$ cat src/rtl/uart_pkg.sv
// Shared UART definitions: receiver state encoding, oversampling constants
// and a parity helper. The transmitter imports the same package.
package uart_pkg;

  localparam int         OVERSAMPLE  = 16;
  localparam logic [3:0] MID_SAMPLE  = 4'd7;
  localparam logic [3:0] LAST_SAMPLE = 4'd15;

  typedef enum logic [2:0] {
    RX_IDLE   = 3'd0,
    RX_START  = 3'd1,
    RX_DATA   = 3'd2,
    RX_PARITY = 3'd3,
    RX_STOP   = 3'd4
  } rx_state_e;

  // Parity bit over the low nbits of data; odd=1 selects odd parity.
  function automatic logic calc_parity(input logic [8:0] data,
                                       input int         nbits,
                                       input logic       odd);
    logic p;
    p = odd;
    for (int i = 0; i < 9; i++) begin
      if (i < nbits) p = p ^ data[i];
    end
    return p;
  endfunction

endpackage

$ cat src/rtl/uart_rx_if.sv
// Received-byte handshake between uart_rx (master) and the register/FIFO
// layer (slave): rx_data is qualified by rx_valid and taken on rx_ready.
interface uart_rx_if #(
  parameter int DATA_BITS = 8
) ();

  logic [DATA_BITS-1:0] rx_data;
  logic                 rx_valid;
  logic                 rx_ready;

  modport master (output rx_data, output rx_valid, input rx_ready);
  modport slave  (input rx_data, input rx_valid, output rx_ready);

endinterface

$ cat src/rtl/uart_sync.sv
// Parametric N-flop synchroniser for a single asynchronous bit. All flops
// reset to RST_VAL so an idle-high line does not look like a start bit.
module uart_sync #(
  parameter int   STAGES  = 2,
  parameter logic RST_VAL = 1'b0
) (
  input  logic clk,
  input  logic arst_n,
  input  logic d,
  output logic q
);

  logic [STAGES-1:0] sync_q;

  // Shift the asynchronous input through the flop chain.
  always_ff @(posedge clk) begin
    // NOTE: non-blocking assignments make every stage sample the previous
    // stage's old value; blocking would collapse the chain into one flop.
    if (!arst_n) sync_q <= {STAGES{RST_VAL}};
    else         sync_q <= {sync_q[STAGES-2:0], d};
  end

  assign q = sync_q[STAGES-1];

endmodule

$ cat src/rtl/uart_rx.sv
// 16x oversampling UART receiver, LSB-first frames, valid/ready output.
// Optional parity bit enabled by defining UART_RX_PARITY_EN; without it
// the frame is start + DATA_BITS + stop and parity_err is tied low.
module uart_rx
  import uart_pkg::*;
#(
  parameter int DATA_BITS   = 8,
  parameter int SYNC_STAGES = 2
) (
  input  logic      clk,
  input  logic      arst_n,
  input  logic      rx_clk_en,
  input  logic      rx_en,
  input  logic      rxd,
`ifdef UART_RX_PARITY_EN
  input  logic      parity_odd,
`endif
  uart_rx_if.master rx_if,
  output logic      busy,
  output logic      frame_err,
  output logic      parity_err,
  output logic      overrun_err
);

  localparam logic [2:0] S_IDLE   = RX_IDLE;
  localparam logic [2:0] S_START  = RX_START;
  localparam logic [2:0] S_DATA   = RX_DATA;
  localparam logic [2:0] S_STOP   = RX_STOP;
`ifdef UART_RX_PARITY_EN
  localparam logic [2:0] S_PARITY = RX_PARITY;
`endif
  localparam logic [3:0] LAST_BIT = 4'(DATA_BITS - 1);

  logic                 rxd_s;
  logic [2:0]           state_q;
  logic [3:0]           os_cnt;
  logic [3:0]           bit_idx;
  logic [DATA_BITS-1:0] shift_q;
  logic [DATA_BITS-1:0] data_q;
  logic                 valid_q;

  logic last_tick;
  logic data_tick;
  logic stop_good;
  logic stop_bad;
  logic accept;
  logic load;

  uart_sync #(
    .STAGES  (SYNC_STAGES),
    .RST_VAL (1'b1)
  ) u_rxd_sync (
    .clk    (clk),
    .arst_n (arst_n),
    .d      (rxd),
    .q      (rxd_s)
  );

  // Sampling points; gated by rx_en so a disabling edge never samples.
  assign last_tick = rx_en && rx_clk_en && (os_cnt == LAST_SAMPLE);
  assign data_tick = last_tick && (state_q == S_DATA);
  assign stop_good = last_tick && (state_q == S_STOP) && rxd_s;
  assign stop_bad  = last_tick && (state_q == S_STOP) && !rxd_s;

  // A byte being accepted this cycle frees the holding register, so a new
  // byte finishing in the same cycle loads instead of overrunning.
  assign accept = valid_q && rx_if.rx_ready;
  assign load   = stop_good && (!valid_q || accept);

  assign busy           = (state_q != S_IDLE);
  assign rx_if.rx_data  = data_q;
  assign rx_if.rx_valid = valid_q;

  // Frame FSM: tick counter and bit index advance only on rx_clk_en.
  always_ff @(posedge clk) begin
    if (!arst_n || !rx_en) begin
      state_q <= S_IDLE;
      os_cnt  <= '0;
      bit_idx <= '0;
    end else if (rx_clk_en) begin
      os_cnt <= os_cnt + 4'd1;
      case (state_q)
        S_IDLE: begin
          os_cnt <= '0;
          if (!rxd_s) state_q <= S_START;
        end
        S_START: begin
          if (os_cnt == MID_SAMPLE) begin
            os_cnt  <= '0;
            bit_idx <= '0;
            state_q <= rxd_s ? S_IDLE : S_DATA;
          end
        end
        S_DATA: begin
          if (os_cnt == LAST_SAMPLE) begin
            bit_idx <= bit_idx + 4'd1;
            if (bit_idx == LAST_BIT) begin
`ifdef UART_RX_PARITY_EN
              state_q <= S_PARITY;
`else
              state_q <= S_STOP;
`endif
            end
          end
        end
`ifdef UART_RX_PARITY_EN
        S_PARITY: begin
          if (os_cnt == LAST_SAMPLE) state_q <= S_STOP;
        end
`endif
        S_STOP: begin
          if (os_cnt == LAST_SAMPLE) state_q <= S_IDLE;
        end
        default: state_q <= S_IDLE;
      endcase
    end
  end

  // Deserialiser: bits arrive LSB first, so shift in at the MSB.
  always_ff @(posedge clk) begin
    if (!arst_n)        shift_q <= '0;
    else if (data_tick) shift_q <= {rxd_s, shift_q[DATA_BITS-1:1]};
  end

  // Holding register, valid/ready handshake and framing/overrun pulses.
  always_ff @(posedge clk) begin
    if (!arst_n) begin
      data_q      <= '0;
      valid_q     <= 1'b0;
      frame_err   <= 1'b0;
      overrun_err <= 1'b0;
    end else begin
      frame_err   <= stop_bad;
      overrun_err <= stop_good && !load;
      if (load) begin
        data_q  <= shift_q;
        valid_q <= 1'b1;
      end else if (accept) begin
        valid_q <= 1'b0;
      end
    end
  end

`ifdef UART_RX_PARITY_EN
  logic par_bad_q;

  // Compare the received parity bit with the one computed over the byte.
  always_ff @(posedge clk) begin
    if (!arst_n) begin
      par_bad_q <= 1'b0;
    end else if (last_tick && (state_q == S_PARITY)) begin
      par_bad_q <= rxd_s != calc_parity(9'(shift_q), DATA_BITS, parity_odd);
    end
  end

  // The parity error is reported alongside the (still delivered) byte.
  always_ff @(posedge clk) begin
    if (!arst_n) parity_err <= 1'b0;
    else         parity_err <= load && par_bad_q;
  end
`else
  assign parity_err = 1'b0;
`endif

endmodule
$ cat src/flat_wrapper.sv
// flat-port wrapper written by rule: the top's interface ports become plain ports
module uart_rx_flat import uart_pkg::*;
#(
  parameter int DATA_BITS   = 8,
  parameter int SYNC_STAGES = 2
)
  (clk, arst_n, rx_clk_en, rx_en, rxd, busy, frame_err, parity_err, overrun_err, rx_if_rx_data, rx_if_rx_valid, rx_if_rx_ready);
  uart_rx_if #(.DATA_BITS(DATA_BITS)) rx_if_i ();
  input  logic clk;
  input  logic arst_n;
  input  logic rx_clk_en;
  input  logic rx_en;
  input  logic rxd;
  output logic busy;
  output logic frame_err;
  output logic parity_err;
  output logic overrun_err;
  output wire logic [$bits(rx_if_i.rx_data)-1:0] rx_if_rx_data;
  output wire logic [$bits(rx_if_i.rx_valid)-1:0] rx_if_rx_valid;
  input wire logic [$bits(rx_if_i.rx_ready)-1:0] rx_if_rx_ready;
  assign rx_if_rx_data = rx_if_i.rx_data;
  assign rx_if_rx_valid = rx_if_i.rx_valid;
  assign rx_if_i.rx_ready = rx_if_rx_ready;
  uart_rx #(.DATA_BITS(DATA_BITS), .SYNC_STAGES(SYNC_STAGES)) u_core (.clk(clk), .arst_n(arst_n), .rx_clk_en(rx_clk_en), .rx_en(rx_en), .rxd(rxd), .rx_if(rx_if_i), .busy(busy), .frame_err(frame_err), .parity_err(parity_err), .overrun_err(overrun_err));
endmodule
$ cat config.mk
export PLATFORM = sky130hd
export DESIGN_NAME = uart_rx_flat
export DESIGN_NICKNAME = d
export VERILOG_FILES = /design/src/rtl/uart_pkg.sv /design/src/rtl/uart_rx_if.sv /design/src/rtl/uart_sync.sv /design/src/rtl/uart_rx.sv /design/src/flat_wrapper.sv
export SDC_FILE = /design/constraint.sdc
export NUM_CORES = 1
export LEC_CHECK = 0
export ABC_AREA = 0
export CORE_UTILIZATION = 45
export DETAILED_ROUTE_END_ITERATION = 16
export GPL_TIMING_DRIVEN = 0
export PLACE_DENSITY_LB_ADDON = 0.12
export REMOVE_ABC_BUFFERS = 1
export SKIP_LAST_GASP = 1
export SLEW_MARGIN = 20
export SYNTH_ARGS = -nofsm -noshare
export SYNTH_HDL_FRONTEND = slang
export SYNTH_SLANG_ARGS = --single-unit
$ cat constraint.sdc
create_clock -name clk -period 2 [get_ports clk]
set_input_delay 0.4 -clock clk [delete_from_list [all_inputs] [get_ports clk]]
set_output_delay 0.4 -clock clk [all_outputs]
set_load 0.1 [all_outputs]
==> impl_metrics.prom, run 1 <==
# TYPE chip_impl_metric gauge
chip_impl_metric{name="max_cap_violations",unit=""} 0
chip_impl_metric{name="power.density",unit="mW/mm2"} 695
chip_impl_metric{name="synthCells",unit=""} 156
chip_impl_metric{name="worstPathRequired",unit="ns"} 1.60
chip_impl_info{name="clock_tree_from_tritoncts",value="yes"} 1
chip_impl_metric{name="area.growth.synth_to_final",unit="%"} 17.5
chip_impl_metric{name="clk-insertion-delay-late",unit="ns"} 0.33
chip_impl_metric{name="antenna_found_initial",unit=""} 0
chip_impl_metric{name="synth.avg_cell_area",unit="um2"} 9.13
chip_impl_metric{name="unique_cell_type_count_in_the_yosys_netlist",unit=""} 34
chip_impl_metric{name="core_area",unit="mm2"} 0.00303
chip_impl_metric{name="viasPerCell",unit=""} 5.34
chip_impl_metric{name="core.rowCount",unit=""} 20
chip_impl_metric{name="initial_core_utilization",unit=""} 0.470
chip_impl_metric{name="finalCritPeriodShare",unit=""} 0.964
chip_impl_info{name="synth_top_area_cell",value="dfxtp_1"} 1
chip_impl_metric{name="setup_violations",unit=""} 0
chip_impl_info{name="critical_path.endpoint_type",value="output port"} 1
chip_impl_info{name="mostFrequentLayoutCells",value="32 x dfxtp_1, 17 x a21oi_1, 14 x nor2_1"} 1
chip_impl_metric{name="route.antenna.remaining_nets",unit=""} 0
chip_impl_metric{name="route.final.wire_length",unit="mm"} 2.60
chip_impl_metric{name="post_synth_instance_area",unit="mm2"} 0.00142
chip_impl_metric{name="synth-seq-cells",unit=""} 32
chip_impl_metric{name="placed_cell_count",unit=""} 208
chip_impl_metric{name="detail_route.iter0.violations",unit=""} 55
chip_impl_info{name="critical_setup_path_kind",value="register to output port"} 1
chip_impl_metric{name="power.static_leakage",unit="nW"} 0.706
chip_impl_metric{name="timing_hold_violations_final",unit=""} 0
chip_impl_metric{name="synth_sequential_area_ratio",unit=""} 0.450
chip_impl_metric{name="cts_hold_buf",unit=""} 0
chip_impl_info{name="critical_path.startpoint_type",value="register"} 1
chip_impl_metric{name="critPathArrivalTime",unit="ns"} 1.53
chip_impl_metric{name="worst_hold_slack",unit="ns"} 0.425
chip_impl_metric{name="clock-sinks",unit=""} 32
chip_impl_metric{name="chipHeight",unit="um"} 58.3
chip_impl_metric{name="critical_path.max_stage_delay",unit="ns"} 0.85
chip_impl_metric{name="dp.final_hpwl",unit="mm"} 1.80
chip_impl_metric{name="routed-via-count",unit=""} 1153
chip_impl_metric{name="numPortBuffers",unit=""} 17
chip_impl_metric{name="worst-slew-pin-transition",unit="ns"} 0.953
chip_impl_metric{name="wire_length_of_the_first_global_routing_pass",unit="mm"} 4.40
chip_impl_info{name="crit_slowest_cell",value="dlygate4sd2_1"} 1
chip_impl_metric{name="n_antenna_cell",unit=""} 0
chip_impl_metric{name="tritoncts.num_buffers",unit=""} 5
chip_impl_metric{name="critical_path.n_buffers_inverters",unit=""} 1
chip_impl_metric{name="power",unit="W"} 0.00116
chip_impl_info{name="timing.critical_path.max_delay_family",value="buffers and inverters"} 1
chip_impl_metric{name="dieArea",unit="mm2"} 0.00339
chip_impl_metric{name="final_non_filler_cells",unit=""} 216
chip_impl_metric{name="grt_pass1_vias",unit=""} 979
chip_impl_metric{name="wl_per_cell",unit="um"} 12.0
chip_impl_info{name="maxUsedRoutingLayer",value="met4"} 1
chip_impl_metric{name="met1_length",unit="mm"} 1.24
chip_impl_metric{name="count_of_boundary_i_o_pins",unit=""} 19
chip_impl_metric{name="met3_length",unit="um"} 121
chip_impl_metric{name="yosys_warnings",unit=""} 0
chip_impl_metric{name="timing.slew.headroom",unit=""} 0.367
chip_impl_info{name="final_common_cell",value="dfxtp_1"} 1
chip_impl_metric{name="finish.utilization",unit=""} 0.552
chip_impl_metric{name="post_route_cells_drive_above_1_share",unit=""} 0.0756
chip_impl_metric{name="postCtsSetupBuffers",unit=""} 0
chip_impl_metric{name="drc_violations_left",unit=""} 0
chip_impl_info{name="run_status",value="finished, final reports clean"} 1
chip_impl_metric{name="ir_worst_vdd",unit="uV"} 365
chip_impl_metric{name="cts_buffer_depth",unit=""} 2
chip_impl_metric{name="detailed_place.area",unit="mm2"} 0.00160
chip_impl_metric{name="globalRoute.totalOverflow",unit=""} 0
chip_impl_metric{name="clock_tree_skew_after_final_layout",unit="ns"} 0.00394
chip_impl_metric{name="timing.final.crit_period",unit="ns"} 1.93
chip_impl_metric{name="cts_max_level",unit=""} 2
chip_impl_metric{name="grtUsageTotal",unit=""} 0.175
chip_impl_metric{name="worst_setup_hold_path_clk_slew",unit="ns"} 0.09
chip_impl_metric{name="fmax",unit="GHz"} 0.518
chip_impl_info{name="post_synth_main_area_contributors",value="dfxtp_1 45%, mux2i_1 8.4%, a21oi_1 6.0%, nand3_1 4.6%, nor2_1 3.7%"} 1
chip_impl_metric{name="pin_count_of_the_biggest_net_entering_global_routing",unit=""} 19
chip_impl_info{name="setup_repair_after_global_routing_missed_its_margin",value="true"} 1
chip_impl_info{name="crit_path_cell_trace",value="dlygate4sd2_1"} 1
chip_impl_metric{name="final_replace_weighted_congestion",unit=""} 0.759
chip_impl_info{name="hold_class",value="register to register"} 1
chip_impl_metric{name="critical_path.max_fanout",unit=""} 2
chip_impl_metric{name="max_slew_violation_count",unit=""} 0
chip_impl_metric{name="dr_wl_met2",unit="mm"} 1.20
chip_impl_metric{name="finish.instance_area",unit="mm2"} 0.00167
chip_impl_metric{name="firstDrtPassIters",unit=""} 4
chip_impl_metric{name="die_x",unit="um"} 58.3
chip_impl_metric{name="synthDominantCellAreaShare",unit=""} 0.450
chip_impl_metric{name="layout.nets",unit=""} 179
chip_impl_info{name="cts.root.buffer_cell",value="clkbuf_4"} 1
-- synth_stat cells (all sizes together) --
cell type / n
a211o: 1
nand3b: 3
a211oi: 1
nor3b: 3
or3: 1
or3b: 3
a22oi: 1
and4bb: 1
nand3: 13
mux2i: 12
nand4: 1
nand2b: 6
nor3: 3
inv: 3
dfxtp: 32
buf: 5
and4b: 2
o21ai: 5
clkbuf: 4
nor2: 14
and4: 1
o211ai: 1
nand2: 12
conb: 1
ha: 2
and2: 5
and3b: 2
or4b: 1
a21oi: 17
-- timing repair --
item | CTS | global route
endpoints found under the hold margin | 0 | 0
cloned | 0 | 0
gates resized for setup | 14 | 5
endpoints found under the setup margin | 14 | 18
-- flip-flops by register name, summed over array words and instances (netlist names) --
name	count
u_core.rx_if.rx_data	8
u_core.overrun_err	1
u_core.u_rxd_sync.sync_q	2
u_core.rx_if.rx_valid	1
u_core.state_q	3
u_core.shift_q	8
u_core.os_cnt	4
u_core.bit_idx	4
u_core.frame_err	1
-- cell type report --
class	instances	area (um2)
fillers	284	1360
multi-input cells	112	736
flip-flops and latches	32	641
repair buffers	17	154
well taps	44	55.1
clock buffers	6	41.3
clock inverters	2	35.0
inverters	3	11.3
-- final timing paths --
check / startpoint / endpoint / slack [ns] / cells past startpoint
hold / removal: u_core.u_rxd_sync.sync_q[0]$_SDFF_PN1_ / u_core.u_rxd_sync.sync_q[1]$_SDFF_PN1_ / 0.42 / 1
setup / recovery: u_core.rx_if.rx_data[1]$_SDFFE_PN0P_ / rx_if_rx_data[1] / 0.07 / 1
hold reg to reg: u_core.u_rxd_sync.sync_q[0]$_SDFF_PN1_ / u_core.u_rxd_sync.sync_q[1]$_SDFF_PN1_ / 0.42 / 1
setup reg to reg: u_core.state_q[1]$_SDFFE_PP0P_ / u_core.bit_idx[3]$_SDFFE_PP0P_ / 0.17 / 4
-- report_power, final --
group,total (W),switching [W],internal [W]
Clock,0.000475,0.000213,0.000262
Combinational,0.0000459,0.0000295,0.0000164
Sequential,0.000641,0.00000234,0.000639
-- metrics by stage --
| step | setup WS, ns | setup TNS [ns] |
|---|---|---|
| after floorplan | 0.191 | 0 |
| after CTS | -0.0519 | -0.101 |
| final | 0.0712 | 0 |
| after global routing | -0.00523 | -0.00669 |
| after global placement | -0.272 | -4.12 |
| after detailed placement | -0.335 | -4.46 |
-- metal layers --
metal  track usage  up-vias
met1         0.229      544
met3        0.0469        4
met4         0.112        0
li1              -      577
met2         0.255       28
met5             0        -
-- cells by family (layout without fill, tap and decap cells) --
family | after synthesis | in the layout | synth area share
simple gates | 71 | 71 | 0.293
flops | 32 | 32 | 0.450
compound gates | 26 | 26 | 0.109
mux | 12 | 12 | 0.0844
buf+inv | 12 | 28 | 0.0439
fa+ha+maj | 2 | 2 | 0.0176
other cells | 1 | 1 | 0.00263
Note: power is estimated with default switching activity, not from simulation.
==> inputs of run 2 (changes only) <==
--- a/config.mk
+++ b/config.mk
@@ -5,12 +5,13 @@
 export SDC_FILE = /design/constraint.sdc
 export NUM_CORES = 1
 export LEC_CHECK = 0
-export ABC_AREA = 0
+export ABC_AREA = 1
 export CORE_UTILIZATION = 45
 export DETAILED_ROUTE_END_ITERATION = 16
 export GPL_TIMING_DRIVEN = 0
 export PLACE_DENSITY_LB_ADDON = 0.12
 export REMOVE_ABC_BUFFERS = 1
+export SKIP_CTS_REPAIR_TIMING = 1
 export SKIP_LAST_GASP = 1
 export SLEW_MARGIN = 20
 export SYNTH_ARGS = -nofsm -noshare
==> run 2 against run 1 <==
Effect of this change:
- the flow now finishes with violations (negative setup slack)
- first-iteration DRC count decreased by 27%
- die area increased by 2.5%
- sequential share of layout area decreased by 1.6 points
- critical path type unchanged
- hold slack improved by 0.00051 ns
- global-route usage increased by 1.4 points
==> impl_metrics.prom, run 2 <==
# TYPE chip_impl_metric gauge
chip_impl_info{name="run_status",value="complete, but fails checks"} 1
chip_impl_info{name="violations",value="negative setup slack"} 1
chip_impl_metric{name="critPathArrivalTime",unit="ns"} 1.63
chip_impl_metric{name="route.antenna.remaining_nets",unit=""} 0
chip_impl_metric{name="power.static_leakage",unit="nW"} 0.805
chip_impl_metric{name="met3_track_demand_over_resource_in_global_routing",unit=""} 0.0747
chip_impl_metric{name="worst_hold_path.num_cells",unit=""} 1
chip_impl_metric{name="global_route.usage.met2",unit=""} 0.294
chip_impl_metric{name="pin_count_of_the_biggest_net_entering_global_routing",unit=""} 22
chip_impl_metric{name="final_non_filler_cells",unit=""} 257
chip_impl_metric{name="worst_r2r_path_cells",unit=""} 7
chip_impl_metric{name="count_of_boundary_i_o_pins",unit=""} 19
chip_impl_metric{name="max_cap_violations",unit=""} 0
chip_impl_metric{name="setup_violations",unit=""} 1
chip_impl_metric{name="yosys_warnings",unit=""} 0
chip_impl_metric{name="fin_ws",unit="ns"} -0.0255
chip_impl_metric{name="worst-slew-pin-transition",unit="ns"} 0.967
chip_impl_metric{name="finalCritPeriodShare",unit=""} 1.01
chip_impl_metric{name="globalRoute.totalOverflow",unit=""} 0
chip_impl_info{name="post_synth_main_area_contributors",value="dfxtp_1 44%, nand2_1 14%, a21oi_1 9.3%, nand3_1 6.5%, inv_1 3.3%"} 1
chip_impl_metric{name="firstDrtPassIters",unit=""} 4
chip_impl_info{name="timing.critical_path.max_delay_family",value="flip-flops"} 1
chip_impl_info{name="timing.critical_path.to",value="busy"} 1
chip_impl_metric{name="core_area",unit="mm2"} 0.00308
chip_impl_info{name="clock_tree_from_tritoncts",value="yes"} 1
chip_impl_info{name="critical_path.startpoint_type",value="register"} 1
chip_impl_metric{name="viasPerCell",unit=""} 4.95
chip_impl_metric{name="worst_setup_hold_path_clk_slew",unit="ns"} 0.10
chip_impl_metric{name="clk-insertion-delay-late",unit="ns"} 0.34
chip_impl_metric{name="wl_per_cell",unit="um"} 11.0
chip_impl_info{name="final_common_cell",value="nand2_1"} 1
chip_impl_metric{name="timing_hold_violations_final",unit=""} 0
chip_impl_metric{name="critical_path.n_buffers_inverters",unit=""} 1
chip_impl_metric{name="n_antenna_cell",unit=""} 0
chip_impl_metric{name="post_synth_instance_area",unit="mm2"} 0.00146
chip_impl_info{name="crit_slowest_cell",value="dfxtp_1"} 1
chip_impl_metric{name="ir_worst_vdd",unit="uV"} 472
chip_impl_metric{name="drc_violations_left",unit=""} 0
chip_impl_metric{name="cts_max_level",unit=""} 2
chip_impl_metric{name="chipHeight",unit="um"} 59.0
chip_impl_metric{name="timing.final.crit_period",unit="ns"} 2.03
chip_impl_metric{name="route.final.wire_length",unit="mm"} 2.83
chip_impl_metric{name="routed-via-count",unit=""} 1273
chip_impl_info{name="regToRegStartpoint",value="u_core.os_cnt[1]$_SDFFE_PP0P_"} 1
chip_impl_info{name="critical_path.endpoint_type",value="output port"} 1
chip_impl_info{name="synthMostInstantiatedCell",value="nand2_1"} 1
chip_impl_metric{name="dieArea",unit="mm2"} 0.00348
chip_impl_metric{name="critical_path.max_stage_delay",unit="ns"} 0.56
chip_impl_info{name="setup_repair_after_global_routing_missed_its_margin",value="true"} 1
chip_impl_metric{name="grt_pass1_vias",unit=""} 1169
chip_impl_metric{name="antenna_found_initial",unit=""} 0
chip_impl_metric{name="cts_buffer_depth",unit=""} 2
chip_impl_metric{name="worst_hold_slack",unit="ns"} 0.425
chip_impl_metric{name="clock_tree_skew_after_final_layout",unit="ns"} 0.00481
chip_impl_metric{name="placed_cell_count",unit=""} 249
chip_impl_metric{name="synthDominantCellAreaShare",unit=""} 0.439
chip_impl_metric{name="regToRegSetupSlack",unit="ns"} 0.30
chip_impl_metric{name="detail_route.iter0.violations",unit=""} 40
chip_impl_info{name="cp-startpoint",value="u_core.state_q[1]$_SDFFE_PP0P_"} 1
chip_impl_info{name="r2r_endpoint",value="u_core.rx_if.rx_data[1]$_SDFFE_PN0P_"} 1
chip_impl_metric{name="postSynth.asyncResetShare",unit=""} 0
chip_impl_metric{name="final_replace_weighted_congestion",unit=""} 0.737
chip_impl_metric{name="synth-seq-cells",unit=""} 32
chip_impl_metric{name="grt_util_met1",unit=""} 0.231
chip_impl_metric{name="core.rowCount",unit=""} 20
chip_impl_metric{name="unique_cell_type_count_in_the_yosys_netlist",unit=""} 26
chip_impl_metric{name="synth_sequential_area_ratio",unit=""} 0.439
chip_impl_info{name="crit_path_cell_trace",value="nor2_1, nand2_1, clkbuf_2"} 1
chip_impl_metric{name="synth.avg_cell_area",unit="um2"} 7.53
chip_impl_info{name="gr-max-usage-layer",value="met2"} 1
chip_impl_metric{name="die_x",unit="um"} 59.0
chip_impl_metric{name="layout.nets",unit=""} 220
chip_impl_metric{name="grtUsageTotal",unit=""} 0.189
chip_impl_metric{name="cp_num_cells",unit=""} 3
chip_impl_info{name="synthTopCellsByCount",value="53 x nand2_1, 32 x dfxtp_1, 27 x a21oi_1, 19 x nand3_1, 13 x inv_1"} 1
chip_impl_info{name="cts.root.buffer_cell",value="clkbuf_4"} 1
chip_impl_metric{name="synthCells",unit=""} 194
chip_impl_metric{name="post_route_cells_drive_above_1_share",unit=""} 0.136
chip_impl_info{name="synth_ff_type",value="dfxtp_1"} 1
chip_impl_info{name="mostFrequentLayoutCells",value="53 x nand2_1, 32 x dfxtp_1, 27 x a21oi_1"} 1
chip_impl_metric{name="synth-edff-count",unit=""} 0
chip_impl_metric{name="area.growth.synth_to_final",unit="%"} 19.6
chip_impl_metric{name="max_slew_violation_count",unit=""} 0
chip_impl_metric{name="clock-sinks",unit=""} 32
chip_impl_metric{name="fmax",unit="GHz"} 0.494
chip_impl_info{name="critical_setup_path_kind",value="register to output port"} 1
chip_impl_metric{name="initial_core_utilization",unit=""} 0.474
chip_impl_metric{name="numPortBuffers",unit=""} 17
chip_impl_metric{name="timing.slew.headroom",unit=""} 0.355
chip_impl_info{name="synth_top_area_cell",value="dfxtp_1"} 1
chip_impl_metric{name="power.density",unit="mW/mm2"} 702
chip_impl_metric{name="worstPathRequired",unit="ns"} 1.60
chip_impl_metric{name="n_fill_cell",unit=""} 299
chip_impl_info{name="hold_class",value="register to register"} 1
chip_impl_metric{name="dp.final_hpwl",unit="mm"} 1.95
chip_impl_metric{name="wire_length_of_the_first_global_routing_pass",unit="mm"} 4.85
chip_impl_metric{name="tritoncts.num_buffers",unit=""} 5
chip_impl_metric{name="critical_path.max_fanout",unit=""} 8
run 2: metrics by stage:
stage / TNS [ns] / util / setup slack (ns) / total power, W / cell area, um2
after global routing: -0.114 / 0.567 / -0.114 / 0.00128 / 1750
after global placement: -0.752 / 0.534 / -0.306 / 0.000756 / 1640
after floorplan: 0 / - / 0.329 / 0.000732 / 1420
final: -0.0255 / 0.567 / -0.0255 / 0.00123 / 1750
after detailed placement: -1.03 / 0.534 / -0.320 / 0.000758 / 1640
after CTS: -3.08 / 0.560 / -0.701 / 0.00125 / 1720
run 2: report_power, final:
| group | switching (W) | internal (W) |
|---|---|---|
| sequential | 0.00000685 | 0.000641 |
| clock | 0.000224 | 0.000260 |
| combinational | 0.0000667 | 0.0000278 |
run 2: worst register-to-register path, cell delays in order (launching register included):
cell and delay [ns]:
dfxtp_1 0.39, ha_1 0.26, nand3_2 0.14, nor2_4 0.27
nand4_4 0.24, clkinv_4 0.14, nand2_1 0.06, a21oi_1 0.13
run 2: cell families after synthesis:
logic type / Yosys count / synth area share
and+or+nand+nor: 106 / 0.357
DFF: 32 / 0.439
AOI/OAI and AO/OA: 30 / 0.105
buffers and inverters: 22 / 0.0728
adders and majority gates: 2 / 0.0171
xor gates and xnor gates: 1 / 0.00600
other: 1 / 0.00257
run 2: cell type report:
type,count,area [um2],share of cell area
Clock inverter,3,42.5,0.0244
Multi-Input combinational cell,140,713,0.408
Timing Repair Buffer,17,193,0.110
Sequential cell,32,641,0.367
Tap cell,44,55.1,0.0315
Clock buffer,5,37.5,0.0215
Inverter,16,65.1,0.0372
run 2: per-layer routing:
metal	wire [um]	part of all wire	up-vias
li1	-	-	664
met1	1310	0.46	574
met2	1330	0.47	29
met3	144	0.051	6
met4	36	0.013	0
met5	0	0	-
run 2: worst min-delay path by stage:
| stage | slack (ns) | to | start |
|---|---|---|---|
| finish | 0.43 | u_core.u_rxd_sync.sync_q[1]$_SDFF_PN1_ | u_core.u_rxd_sync.sync_q[0]$_SDFF_PN1_ |
| detailed placement | 0.40 | u_core.u_rxd_sync.sync_q[1]$_SDFF_PN1_ | u_core.u_rxd_sync.sync_q[0]$_SDFF_PN1_ |
| floorplan | 0.39 | u_core.u_rxd_sync.sync_q[1]$_SDFF_PN1_ | u_core.u_rxd_sync.sync_q[0]$_SDFF_PN1_ |
| global route | 0.45 | u_core.u_rxd_sync.sync_q[1]$_SDFF_PN1_ | u_core.u_rxd_sync.sync_q[0]$_SDFF_PN1_ |
| CTS | 0.43 | u_core.u_rxd_sync.sync_q[1]$_SDFF_PN1_ | u_core.u_rxd_sync.sync_q[0]$_SDFF_PN1_ |
| global placement | 0.40 | u_core.u_rxd_sync.sync_q[1]$_SDFF_PN1_ | u_core.u_rxd_sync.sync_q[0]$_SDFF_PN1_ |
